File: config.mk
export PLATFORM = sky130hd
export DESIGN_NAME = seq_divider
export DESIGN_NICKNAME = d
export VERILOG_FILES = /design/src/rtl/seq_divider_pkg.sv /design/src/rtl/seq_divider_div_step.sv /design/src/rtl/seq_divider.sv
export SDC_FILE = /design/constraint.sdc
export NUM_CORES = 1
export LEC_CHECK = 0
export ABC_AREA = 1
export CORE_MARGIN = 3
export CORE_UTILIZATION = 54
export DETAILED_ROUTE_END_ITERATION = 7
export PLACE_DENSITY = 0.76
export SETUP_SLACK_MARGIN = 0.5
export SLEW_MARGIN = 20
export SYNTH_ARGS = -nofsm -noshare
export SYNTH_HDL_FRONTEND = slang
export SYNTH_SLANG_ARGS = --single-unit
File: constraint.sdc
create_clock -name clk -period 2.12 [get_ports clk]
set_input_delay 0.53 -clock clk [delete_from_list [all_inputs] [get_ports clk]]
set_output_delay 0.53 -clock clk [all_outputs]
set_load 0.01 [all_outputs]
File: src/rtl/seq_divider_pkg.sv
// Shared definitions for the sequential restoring divider: FSM encoding and default width.
package seq_divider_pkg;

  localparam int DEFAULT_WIDTH = 8;

  typedef enum logic [1:0] {
    IDLE = 2'd0,
    RUN  = 2'd1,
    DONE = 2'd2
  } state_t;

endpackage

File: src/rtl/seq_divider_div_step.sv
// One combinational restoring-division step, built on the a + ~b + 1 subtract
// structure: try Pshift - D, keep the difference unless it borrowed.
module div_step #(
  parameter int WIDTH = seq_divider_pkg::DEFAULT_WIDTH
) (
  input  logic [WIDTH:0]   p_shift,
  input  logic [WIDTH-1:0] d,
  output logic [WIDTH-1:0] p_next,
  output logic             q_bit,
  output logic             borrow
);

  logic [WIDTH:0] diff;

  always_comb begin
    diff   = p_shift + ~{1'b0, d} + {{WIDTH{1'b0}}, 1'b1};
    borrow = diff[WIDTH];
    q_bit  = ~borrow;
    // The partial remainder always stays below D, so its top bit is always zero.
    p_next = borrow ? p_shift[WIDTH-1:0] : diff[WIDTH-1:0];
  end

endmodule

File: src/rtl/seq_divider.sv
// Multi-cycle unsigned restoring divider: one quotient bit per clock, one
// operation in flight, divide-by-zero short-circuits straight to DONE.
module seq_divider
  import seq_divider_pkg::*;
#(
  parameter int WIDTH = DEFAULT_WIDTH
) (
  input  logic             clk,
  input  logic             rst_n,
  input  logic             start,
  input  logic [WIDTH-1:0] dividend,
  input  logic [WIDTH-1:0] divisor,
  output logic             busy,
  output logic             done,
  output logic [WIDTH-1:0] quotient,
  output logic [WIDTH-1:0] remainder,
  output logic             div_by_zero
);

  localparam int CW = $clog2(WIDTH + 1);

  state_t           state_reg, state_next;
  logic [WIDTH-1:0] p_reg, p_next;
  logic [WIDTH-1:0] q_reg, q_next;
  logic [WIDTH-1:0] d_reg, d_next;
  logic [CW-1:0]    count_reg, count_next;
  logic             busy_reg, busy_next;
  logic             done_reg, done_next;
  logic [WIDTH-1:0] quotient_reg, quotient_next;
  logic [WIDTH-1:0] remainder_reg, remainder_next;
  logic             dbz_reg, dbz_next;

  logic [WIDTH:0]   p_shift;
  logic [WIDTH-1:0] step_p;
  logic             step_q_bit;
  logic             step_borrow;

  assign p_shift = {p_reg, q_reg[WIDTH-1]};

  div_step #(.WIDTH(WIDTH)) u_step (
    .p_shift (p_shift),
    .d       (d_reg),
    .p_next  (step_p),
    .q_bit   (step_q_bit),
    .borrow  (step_borrow)
  );

  always_ff @(posedge clk or negedge rst_n) begin
    if (!rst_n) begin
      state_reg     <= IDLE;
      p_reg         <= '0;
      q_reg         <= '0;
      d_reg         <= '0;
      count_reg     <= '0;
      busy_reg      <= 1'b0;
      done_reg      <= 1'b0;
      quotient_reg  <= '0;
      remainder_reg <= '0;
      dbz_reg       <= 1'b0;
    end else begin
      state_reg     <= state_next;
      p_reg         <= p_next;
      q_reg         <= q_next;
      d_reg         <= d_next;
      count_reg     <= count_next;
      busy_reg      <= busy_next;
      done_reg      <= done_next;
      quotient_reg  <= quotient_next;
      remainder_reg <= remainder_next;
      dbz_reg       <= dbz_next;
    end
  end

  always_comb begin
    state_next     = state_reg;
    p_next         = p_reg;
    q_next         = q_reg;
    d_next         = d_reg;
    count_next     = count_reg;
    busy_next      = busy_reg;
    done_next      = 1'b0;
    quotient_next  = quotient_reg;
    remainder_next = remainder_reg;
    dbz_next       = dbz_reg;

    assert (step_q_bit != step_borrow);

    case (state_reg)
      IDLE, DONE: begin
        busy_next  = 1'b0;
        state_next = IDLE;
        if (start) begin
          p_next     = '0;
          q_next     = dividend;
          d_next     = divisor;
          count_next = '0;
          if (divisor != '0) begin
            state_next = RUN;
            busy_next  = 1'b1;
          end else begin
            state_next     = DONE;
            quotient_next  = '1;
            remainder_next = dividend;
            dbz_next       = 1'b1;
            done_next      = 1'b1;
          end
        end
      end
      RUN: begin
        // start is deliberately ignored here; the captured operands stay put.
        p_next     = step_p;
        q_next     = {q_reg[WIDTH-2:0], step_q_bit};
        count_next = count_reg + CW'(1);
        if (count_reg == CW'(WIDTH - 1)) begin
          state_next     = DONE;
          quotient_next  = {q_reg[WIDTH-2:0], step_q_bit};
          remainder_next = step_p;
          dbz_next       = 1'b0;
          done_next      = 1'b1;
          busy_next      = 1'b0;
        end
      end
      default: begin
        state_next = IDLE;
        busy_next  = 1'b0;
      end
    endcase
  end

  assign busy        = busy_reg;
  assign done        = done_reg;
  assign quotient    = quotient_reg;
  assign remainder   = remainder_reg;
  assign div_by_zero = dbz_reg;

endmodule

# Word-level counts from Yosys, hierarchy flattened
# Cells that the tools add are included.
# W data, S select, Z words.
[totals]
output_inout_bits = 19
reg_bits = 49
word_cells = 58
[op_classes]
bitwise = 2
add_sub_neg = 3
reduce_logical = 7
n_mux = 30
eq_ne = 6
[ops]
columns = ["cell", "n"]
rows = [
  ["$mux W8", 9],
  ["$pmux W8 S2", 4],
  ["$add A9 B1 Y9 const B", 1],
  ["$add A9 B9 Y9", 1],
  ["$not A8 Y9", 1],
  ["$mux W1", 8],
  ["$pmux W4 S2", 1],
  ["$reduce_bool A8 Y1", 1],
  ["$mux W2", 3],
  ["$ne A2 B2 Y1 const B", 3],
  ["$pmux W1 S2", 3],
  ["$add A4 B1 Y4 const B", 1],
  ["$eq A4 B3 Y1 const B", 1],
  ["$mux W4", 1],
  ["$pmux W2 S2", 1],
  ["$reduce_and A2 Y1", 2],
  ["$reduce_and A4 Y1", 1],
  ["$eq A2 B1 Y1 const B", 1],
  ["$eq A2 B2 Y1 const B", 1],
  ["$logic_not A2 Y1", 1],
  ["$reduce_bool A2 Y1", 1],
  ["$reduce_or A2 Y1", 1],
  ["$not A1 Y1", 1],
]

# Longest topological paths before layout
# Gate-level depths: netlist of the first run.
[depth]
ltp_word = 6
ltp_mapped = 14
mapped_depth_nobuf = 14

# Hierarchy
# From an unflattened synthesis of the first run, not the netlist that was laid out.
[hier_totals]
cells_unflattened = 364
area_unflattened_um2 = 2731.4
[by_module_without_submodules]
columns = ["module", "area_per_inst_um2", "cells_per_inst", "seq_area_each_um2", "instances"]
rows = [
  ["seq_divider", 2134.5, 256, 1226.2, 1],
  ["div_step", 596.8, 108, 0.0, 1],
]

# Least setup slack after synthesis of the first run
# OpenSTA, ideal clock, no wires.
[synth_path]
path_kind = "register to register"
startpoint = "register q_reg[7]"
endpoint = "register remainder_reg[1] (netlist: remainder[1])"
setup_slack_ns = 0.324
setup_ns = 0.113
period_less_slack_ns = 1.796
arrival_time_ns = 1.683
required_ns = 2.007
path_buffers = 0
path_stages_with_launch = 15
path_cell_list = "dfrtp_1 > inv_1 > ha_1 > inv_1 > fa_1 > nand2_1 > nand2_1 > nand3_2 > nand2_2 > nand2_2 > nand2_4 > nand3_1 > nand3_1 > nand2_1 > inv_1"
[synth_between]
elab_chain_len = 5
[synth_rtl]
columns = ["item", "line_no", "rtl"]
rows = [
  ["start: declaration", "seq_divider.sv:24", "logic [WIDTH-1:0] q_reg, q_next;"],
  ["start signal: assignment", "seq_divider.sv:63", "q_reg <= q_next;"],
  ["$add A9 B9 Y9", "seq_divider_div_step.sv:16", "diff = p_shift + ~{1'b0, d} + {{WIDTH{1'b0}}, 1'b1};"],
  ["$add A9 B1 Y9", "seq_divider_div_step.sv:16", ""],
  ["$mux W8", "seq_divider_div_step.sv:20", "p_next = borrow ? p_shift[WIDTH-1:0] : diff[WIDTH-1:0];"],
  ["$mux W8", "seq_divider.sv:114", "if (count_reg == CW'(WIDTH - 1)) begin"],
  ["$pmux W8 S2", "seq_divider.sv:88", "case (state_reg)"],
  ["end signal: assignment", "seq_divider.sv:69", "remainder_reg <= remainder_next;"],
  ["end: declaration", "seq_divider.sv:30", "logic [WIDTH-1:0] remainder_reg, remainder_next;"],
]
# No other way between the ends. The select of a mux whose other input is x is not followed.
# A chain may end at the register's enable or synchronous reset.

# Final worst setup path of the first run
# Ends and elaborated chain as after synthesis.

==> metrics.yaml, run 1 <==
status: "finished, final reports clean"
drtIter0Drc: 194
start_kind: "register"
r2r_slack_ns: 0.13
critPathMaxFanout: 5
cts_root_buf: "clkbuf_8"
holdBufCountCts: 0
crit_top_cell: "nand2_4"
maxSlewHeadroom_pct: 69.85
netlist_area_mm2: 0.002638
die_x_um: 75.89
worstMarginPinSlew_ns: 0.4476
synth_edf_count: 0
drv_cap: 0
synth_fp_nets: 354
numPlacedInstances: 428
r2r-start: "q_reg[7]"
rsz0062_at_grt: "yes"
post-route-min-period_ns: 1.992
cts_tree: "done"
avgSynthCellArea_um2: 8.115
path_cells: "inv_2, ha_4, inv_4, fa_2, nand2_2, nand2_4, nand3_4, nand2_4, nand2_4, nand2_8, nand3_4, nand3_1, nand2_1, inv_1"
async_reset_ff_share_pct: 100.0
final_area_mm2: 0.003890
grt_antenna_before_repair: 0
cts.path.max_buffers: 2
ant_nets: 0
clk_latency_ns: 0.31
grt_pass1_vias: 2390
hpwlAfterDp_um: 4438
end_kind: "register"
setup_viol: 0
dieArea_mm2: 0.005759
grt_pass1_wl_um: 11590
numPortBuffers: 37
layout-drive-gt1-share_pct: 33.09
syn2layout_area_growth_pct: 47.49
synthFlopType: "dfrtp_1"
vias: 2619
worstPathArrival_ns: 2.21
drc: 0
synth_top_area_share_pct: 46.49
row_count: 24
synthCells: 325
drt-pass1-iter-count: 4
synth_most_common_cell: "nand2_1"
cts_inserted_buffers: 5
ys_seq_area_share_pct: 46.49
yosysWarnings: 0
viasPerCell: 5.502
skew_ns: 0.01095
wl_per_cell_um: 16.84
grt_usage_pct: 27.19
nNetsFinal: 439
clkTransAtPathRegs_ns: 0.09
max_freq_mhz: 501.9
required_ns: 2.33
diodes: 0
grt_max_degree: 50
hold_path.class: "input pin to async pin"
ys_types: 33
finalHoldViolCount: 0
period_share_pct: 93.98
placed_area_mm2: 0.003123
dieHeight_um: 75.89
globalRouteOverflowTotal: 0
r2r-end: "remainder[1]"
htree_levels: 2
slew_viol_final: 0
power_density_mw_per_mm2: 1772
start_util_pct: 58.17
crit_path_top_delay_cell: "dfrtp_1"
leakagePower_nw: 1.957
core_mm2: 0.004534
r2r_cells: 14
ioPinCount: 38
routed_wl_um: 8018
ys_seq_elements: 49
layoutNonFillerInstCount: 476
synth.area.top_cells: "dfrtp_1, nand2_1, nand3_1, inv_1, ha_1"
yosys-top-cells-count: "nand2_1, dfrtp_1, inv_1, nand3_1, o21ai_0"
max_stage_delay_ns: 0.42
place.gp.congestion: 0.8023
utilization_pct: 85.79
numClockSinks: 49
p_total_mw: 6.894
path_class: "register to register"
hold_slack_ns: 0.1846
ir_drop_mv: 0.9218
yosysTopAreaCell: "dfrtp_1"
[cells in the final DEF, fill, tap and decap left out, drive strengths merged, types with 2 or more instances in the layout]
cell            n
nand2          78
inv            53
buf            51
dfrtp          49
nand3          43
dlygate4sd2    24
o21ai          22
nor2           17
or2            14
ha              9
clkdlybuf4s50   8
a21oi           8
a31oi           7
o22ai           6
clkbuf          5
dlymetal6s2s    4
nand4           3
xor2            2
[through the flow]
stage / setup TNS (ns) / setup slack, ns
CTS: 0 / 0.2203
finish: 0 / 0.1277
floorplan: 0 / 0.3959
detailed placement: -0.05316 / -0.03313
global placement: -0.1288 / -0.08183
global route: 0 / 0.04154
[critical path: cells and delay by family (launching register included)]
| kind | cells | cell delay (ns) |
|---|---|---|
| buffers and inverters | 3 | 0.18 |
| flip-flops | 1 | 0.42 |
| AND/OR/NAND/NOR | 9 | 0.79 |
| adder cells (fa/ha/maj) | 2 | 0.50 |
[cell families after synthesis]
family	count (synthesis)	share of synthesized area, %
mux	1	0.4269
xor+xnor	3	0.9964
buf+inv	62	9.725
fa+ha+maj	10	5.029
compound gates	46	9.867
simple gates	154	27.47
flops	49	46.49
[worst max path at each step]
stage | start | endpoint | slack, ns | depth (start not counted)
final | q_reg[7] | remainder[1] | 0.13 | 14
after global routing | q_reg[7] | remainder[1] | 0.04 | 14
after CTS | q_reg[7] | p_reg[7] | 0.22 | 14
after detailed placement | divisor[3] | remainder[6] | -0.03 | 10
after global placement | divisor[3] | remainder[6] | -0.08 | 10
after floorplan | q_reg[7] | remainder[1] | 0.40 | 14
[what timing repair did]
item	4_1_cts	5_1_grt
resized for setup	80	23
gates cloned	2	0
pin swaps	17	13
buffers inserted	22	16
endpoints found under the hold margin	0	0
endpoints found under the setup margin	44	26
[layout make-up]
class                      instances  area [µm²]
multi-input combinational        215        1476
sequential                        49        1226
fill                             240       644.4
tap                               65       81.33
clock buffer                       5       68.82
clock inverter                     3       43.79
inverter                          52       202.7
timing repair buffer              87       790.8
[metal layers]
metal  routed length, µm  vias up  global-route usage, %  share of wire, %
li1                    -     1215                      -                 -
met1                3079     1252                  35.21                38
met2                4135      124                  46.58                52
met3                 511       28                  4.617               6.4
met4                 291        0                  7.961               3.6
met5                   0        -                      0                 0
[report_power, final]
| part | switching [mW] | total, mW | internal, mW |
|---|---|---|---|
| Combinational | 2.62 | 4.49 | 1.87 |
| Sequential | 0.339 | 1.72 | 1.38 |
| Clock | 0.333 | 0.687 | 0.354 |
(Power assumes the default switching activity.)
==> inputs of run 2 (changes only) <==
--- a/config.mk
+++ b/config.mk
@@ -6,6 +6,7 @@
 export NUM_CORES = 1
 export LEC_CHECK = 0
 export ABC_AREA = 1
+export CAP_MARGIN = 15
 export CORE_MARGIN = 3
 export CORE_UTILIZATION = 54
 export DETAILED_ROUTE_END_ITERATION = 7
==> results of run 2 <==
No change in the layout: final DEF, timing and power equal those of run 1.
==> inputs of run 3 (changes only) <==
--- a/config.mk
+++ b/config.mk
@@ -5,12 +5,13 @@
 export SDC_FILE = /design/constraint.sdc
 export NUM_CORES = 1
 export LEC_CHECK = 0
-export ABC_AREA = 1
+export ABC_AREA = 0
 export CAP_MARGIN = 15
 export CORE_MARGIN = 3
-export CORE_UTILIZATION = 54
+export CORE_UTILIZATION = 48
+export CTS_CLUSTER_SIZE = 14
 export DETAILED_ROUTE_END_ITERATION = 7
-export PLACE_DENSITY = 0.76
+export PLACE_DENSITY = 0.72
 export SETUP_SLACK_MARGIN = 0.5
 export SLEW_MARGIN = 20
 export SYNTH_ARGS = -nofsm -noshare
==> constraint.sdc (replaced) <==
create_clock -name clk -period 1.6 [get_ports clk]
set_input_delay 0.4 -clock clk [delete_from_list [all_inputs] [get_ports clk]]
set_output_delay 0.4 -clock clk [all_outputs]
set_load 0.01 [all_outputs]
==> run 3 against run 2 <==
Net effect: the flow now finishes with violations (negative setup slack); sequential power is 30% higher; clock power is 13% higher; via count is 6.1% lower; register-to-register slack worse by 0.93 ns; first-iteration DRC count is 11% lower; design area is 1.7% higher; critical path depth is 3 lower; critical path type unchanged.
==> metrics.yaml, run 3 <==
drv_cap: 0  # unchanged
switching_share_pct: 41.88  # -5.9 points
avgSynthCellArea_um2: 9.331  # +15%
cts.path.max_buffers: 2  # unchanged
path_class: "register to register"
ioPinCount: 38  # unchanged
ys_seq_area_share_pct: 48.85  # +2.4 points
switchingPower_mw: 4.227  # +28%
place_ws_ns: -0.7434  # -0.7103 ns
dieArea_mm2: 0.006132  # +6.5%
clkTransAtPathRegs_ns: 0.10  # about the same
synth_top_area_share_pct: 48.85  # +2.4 points
layoutNonFillerInstCount: 450  # -5.5%
worstPathArrival_ns: 2.60  # +0.39 ns
max_freq_mhz: 415.7  # -17%
ir_drop_mv: 2.057  # +120%
crit_path_top_delay_cell: "dfrtp_1"
violations: "negative setup slack"
start_kind: "register"
drtIter0Drc: 173  # -11%
setup_slack_ns: -0.8055  # -0.9332 ns
grt_pass1_wl_um: 12010  # +3.6%
numClockSinks: 49  # unchanged
drc: 0  # unchanged
wl_per_cell_um: 16.81  # -0.21%
synth_most_common_cell: "dfrtp_1"
status: "finished, violations left"
nNetsFinal: 411  # -6.4%
dieHeight_um: 78.31  # +3.2%
drt-pass1-iter-count: 4  # unchanged
r2r_cells: 11  # -3
yosys-top-cells-count: "dfrtp_1, nand2_1, o21ai_0, nor2_1, a21oi_1"
grt_max_degree: 50  # unchanged
most-common-layout-cells: "buf_4, dfrtp_1, nand2_1"
post-route-min-period_ns: 2.405  # +0.4132 ns
ant_nets: 0  # unchanged
die_x_um: 78.31  # +3.2%
htree_levels: 2  # unchanged
yosysTopAreaCell: "dfrtp_1"
comb_power_share_pct: 70.1  # +5.0 points
maxSlewHeadroom_pct: 75.28  # +5.4 points
place.gp.congestion: 0.8556  # +6.6%
clk_latency_ns: 0.31  # about the same
setup_viol: 24  # +24
max_stage_delay_ns: 0.38  # -0.04 ns
required_ns: 1.79  # -0.54 ns
ys_types: 42  # +27%
end_kind: "register"
synthCells: 269  # -17%
layout-drive-gt1-share_pct: 46.48  # +13 points
ys_seq_elements: 49  # unchanged
synthFlopType: "dfrtp_1"
globalRouteOverflowTotal: 0  # unchanged
p_int_mw: 5.865  # +63%
numPlacedInstances: 408  # -4.7%
r2r_slack_ns: -0.81  # -0.93 ns
cts_tree: "done"
hpwlAfterDp_um: 4427  # -0.26%
power_density_mw_per_mm2: 2550  # +44%
crit_buf_inv: 3  # unchanged
numPortBuffers: 37  # unchanged
skew_ns: 0.003627  # -0.007318 ns
diodes: 0  # unchanged
vias: 2458  # -6.1%
start_util_pct: 51.44  # -6.7 points
yosysWarnings: 0  # unchanged
r2r-start: "q_reg[7]"
period_share_pct: 150.3  # +56 points
cts_root_buf: "clkbuf_8"
slew_viol_final: 0  # unchanged
seqPwrFrac_pct: 22.2  # -2.7 points
final_common_cell: "buf_4"
path_cells: "inv_2, ha_4, inv_2, fa_2, a21oi_4, o22ai_2, o41ai_4, xor2_4, buf_12, mux2i_1, o21ai_1"
grt_usage_pct: 24.82  # -2.4 points
setup_tns_ns: -13.59  # -13.59 ns
leakagePower_nw: 1.841  # -6.0%
cp_top_family: "compound AO/OA/AOI/OAI gates"
rsz0062_at_grt: "yes"
crit_top_cell: "inv_2"
r2r-end: "p_reg[1]"
finalHoldViolCount: 0  # unchanged
netlist_area_mm2: 0.002510  # -4.8%
clkPwrFrac_pct: 7.7  # -2.3 points
syn2layout_area_growth_pct: 57.68
grt_pass1_vias: 2506  # +4.9%
synth_fp_nets: 298  # -16%
critPathMaxFanout: 8  # +3
core_mm2: 0.004880  # +7.6%
synth_edf_count: 0  # unchanged
routed_wl_um: 7564  # -5.7%
cts_inserted_buffers: 5  # unchanged
hold_path.class: "input pin to async pin"
row_count: 25  # +4.2%
viasPerCell: 5.462  # -0.72%
async_reset_ff_share_pct: 100.0  # unchanged
synth.area.top_cells: "dfrtp_1, nand2_1, o21ai_0, ha_1, a21oi_1"
worstMarginPinSlew_ns: 0.3696  # -0.07801 ns
utilization_pct: 81.10  # -4.7 points
grt_antenna_before_repair: 0  # unchanged
[run 3: cell count changes after synthesis, moves of 8 or more]
cell / before / now
clkbuf_1: 2 / 10
nand3_1: 42 / 5
a21oi_1: 7 / 19
nand2_1: 70 / 46
nor2_1: 14 / 23
inv_1: 49 / 15
or2_2: 12 / 1
[run 3: how the worst max path moves through the flow]
stage	startpoint	endpoint	slack, ns	cells after the start
finish	q_reg[7]	p_reg[1]	-0.81	11
global route	q_reg[7]	p_reg[1]	-0.88	11
CTS	q_reg[7]	remainder[0]	-0.77	11
detailed placement	q_reg[7]	remainder[0]	-0.74	11
global placement	q_reg[7]	remainder[0]	-0.73	11
floorplan	q_reg[7]	remainder[0]	-0.75	10
[run 3: power by group through the flow]
stage / sequential [mW] / clock [mW] / combinational [mW]
after floorplan: 2.27 / 0 / 3.31
after global placement: 2.21 / 0 / 5.59
after detailed placement: 2.22 / 0 / 5.65
after CTS: 2.22 / 0.773 / 6.34
after global routing: 2.31 / 0.824 / 7.65
final: 2.24 / 0.775 / 7.07
[run 3: layout make-up]
cell class | instances | area [µm²]
Timing Repair Buffer | 116 | 984.7
Clock inverter | 3 | 21.27
Tap cell | 67 | 83.83
Sequential cell | 49 | 1227
Clock buffer | 5 | 68.82
Timing Repair inverter | 1 | 7.507
Inverter | 15 | 58.81
Multi-Input combinational cell | 194 | 1505
Fill cell | 295 | 922.1
[run 3: per-layer routing]
| metal | global-route usage, % | up-vias | wire (µm) |
|---|---|---|---|
| li1 | - | 1168 | - |
| met1 | 33.36 | 1199 | 3342 |
| met2 | 42.81 | 76 | 3795 |
| met3 | 3.096 | 15 | 291 |
| met4 | 5.944 | 0 | 135 |
| met5 | 0 | - | 0 |
[run 3: kinds of logic (layout without fill, tap and decap cells)]
logic type	after synthesis	in the layout	synth area share [%]
multiplexers	7	7	2.792
AND/OR/NAND/NOR	97	98	17.40
AO/OA/AOI/OAI	73	73	18.69
adder cells (fa/ha/maj)	10	10	5.284
buffers and inverters	27	140	4.138
XOR/XNOR	6	6	2.842
flip-flops	49	49	48.85
[run 3: per-stage QoR]
step	total power [mW]	hold WS, ns	instance area (µm²)
after global routing	10.79	0.07806	3958
after CTS	9.335	0.07492	3739
after global placement	7.794	0.4052	3359
final	10.09	0.05411	3958
after detailed placement	7.876	0.4095	3359
after floorplan	5.589	0.1044	2624
[run 3: repair_timing]
action | 4_1_cts | 5_1_grt
setup buffers | 17 | 13
hold buffers | 0 | 0
pin swaps | 35 | 15
resized for setup | 153 | 35
endpoints found under the setup margin | 68 | 68
cloned | 4 | 0
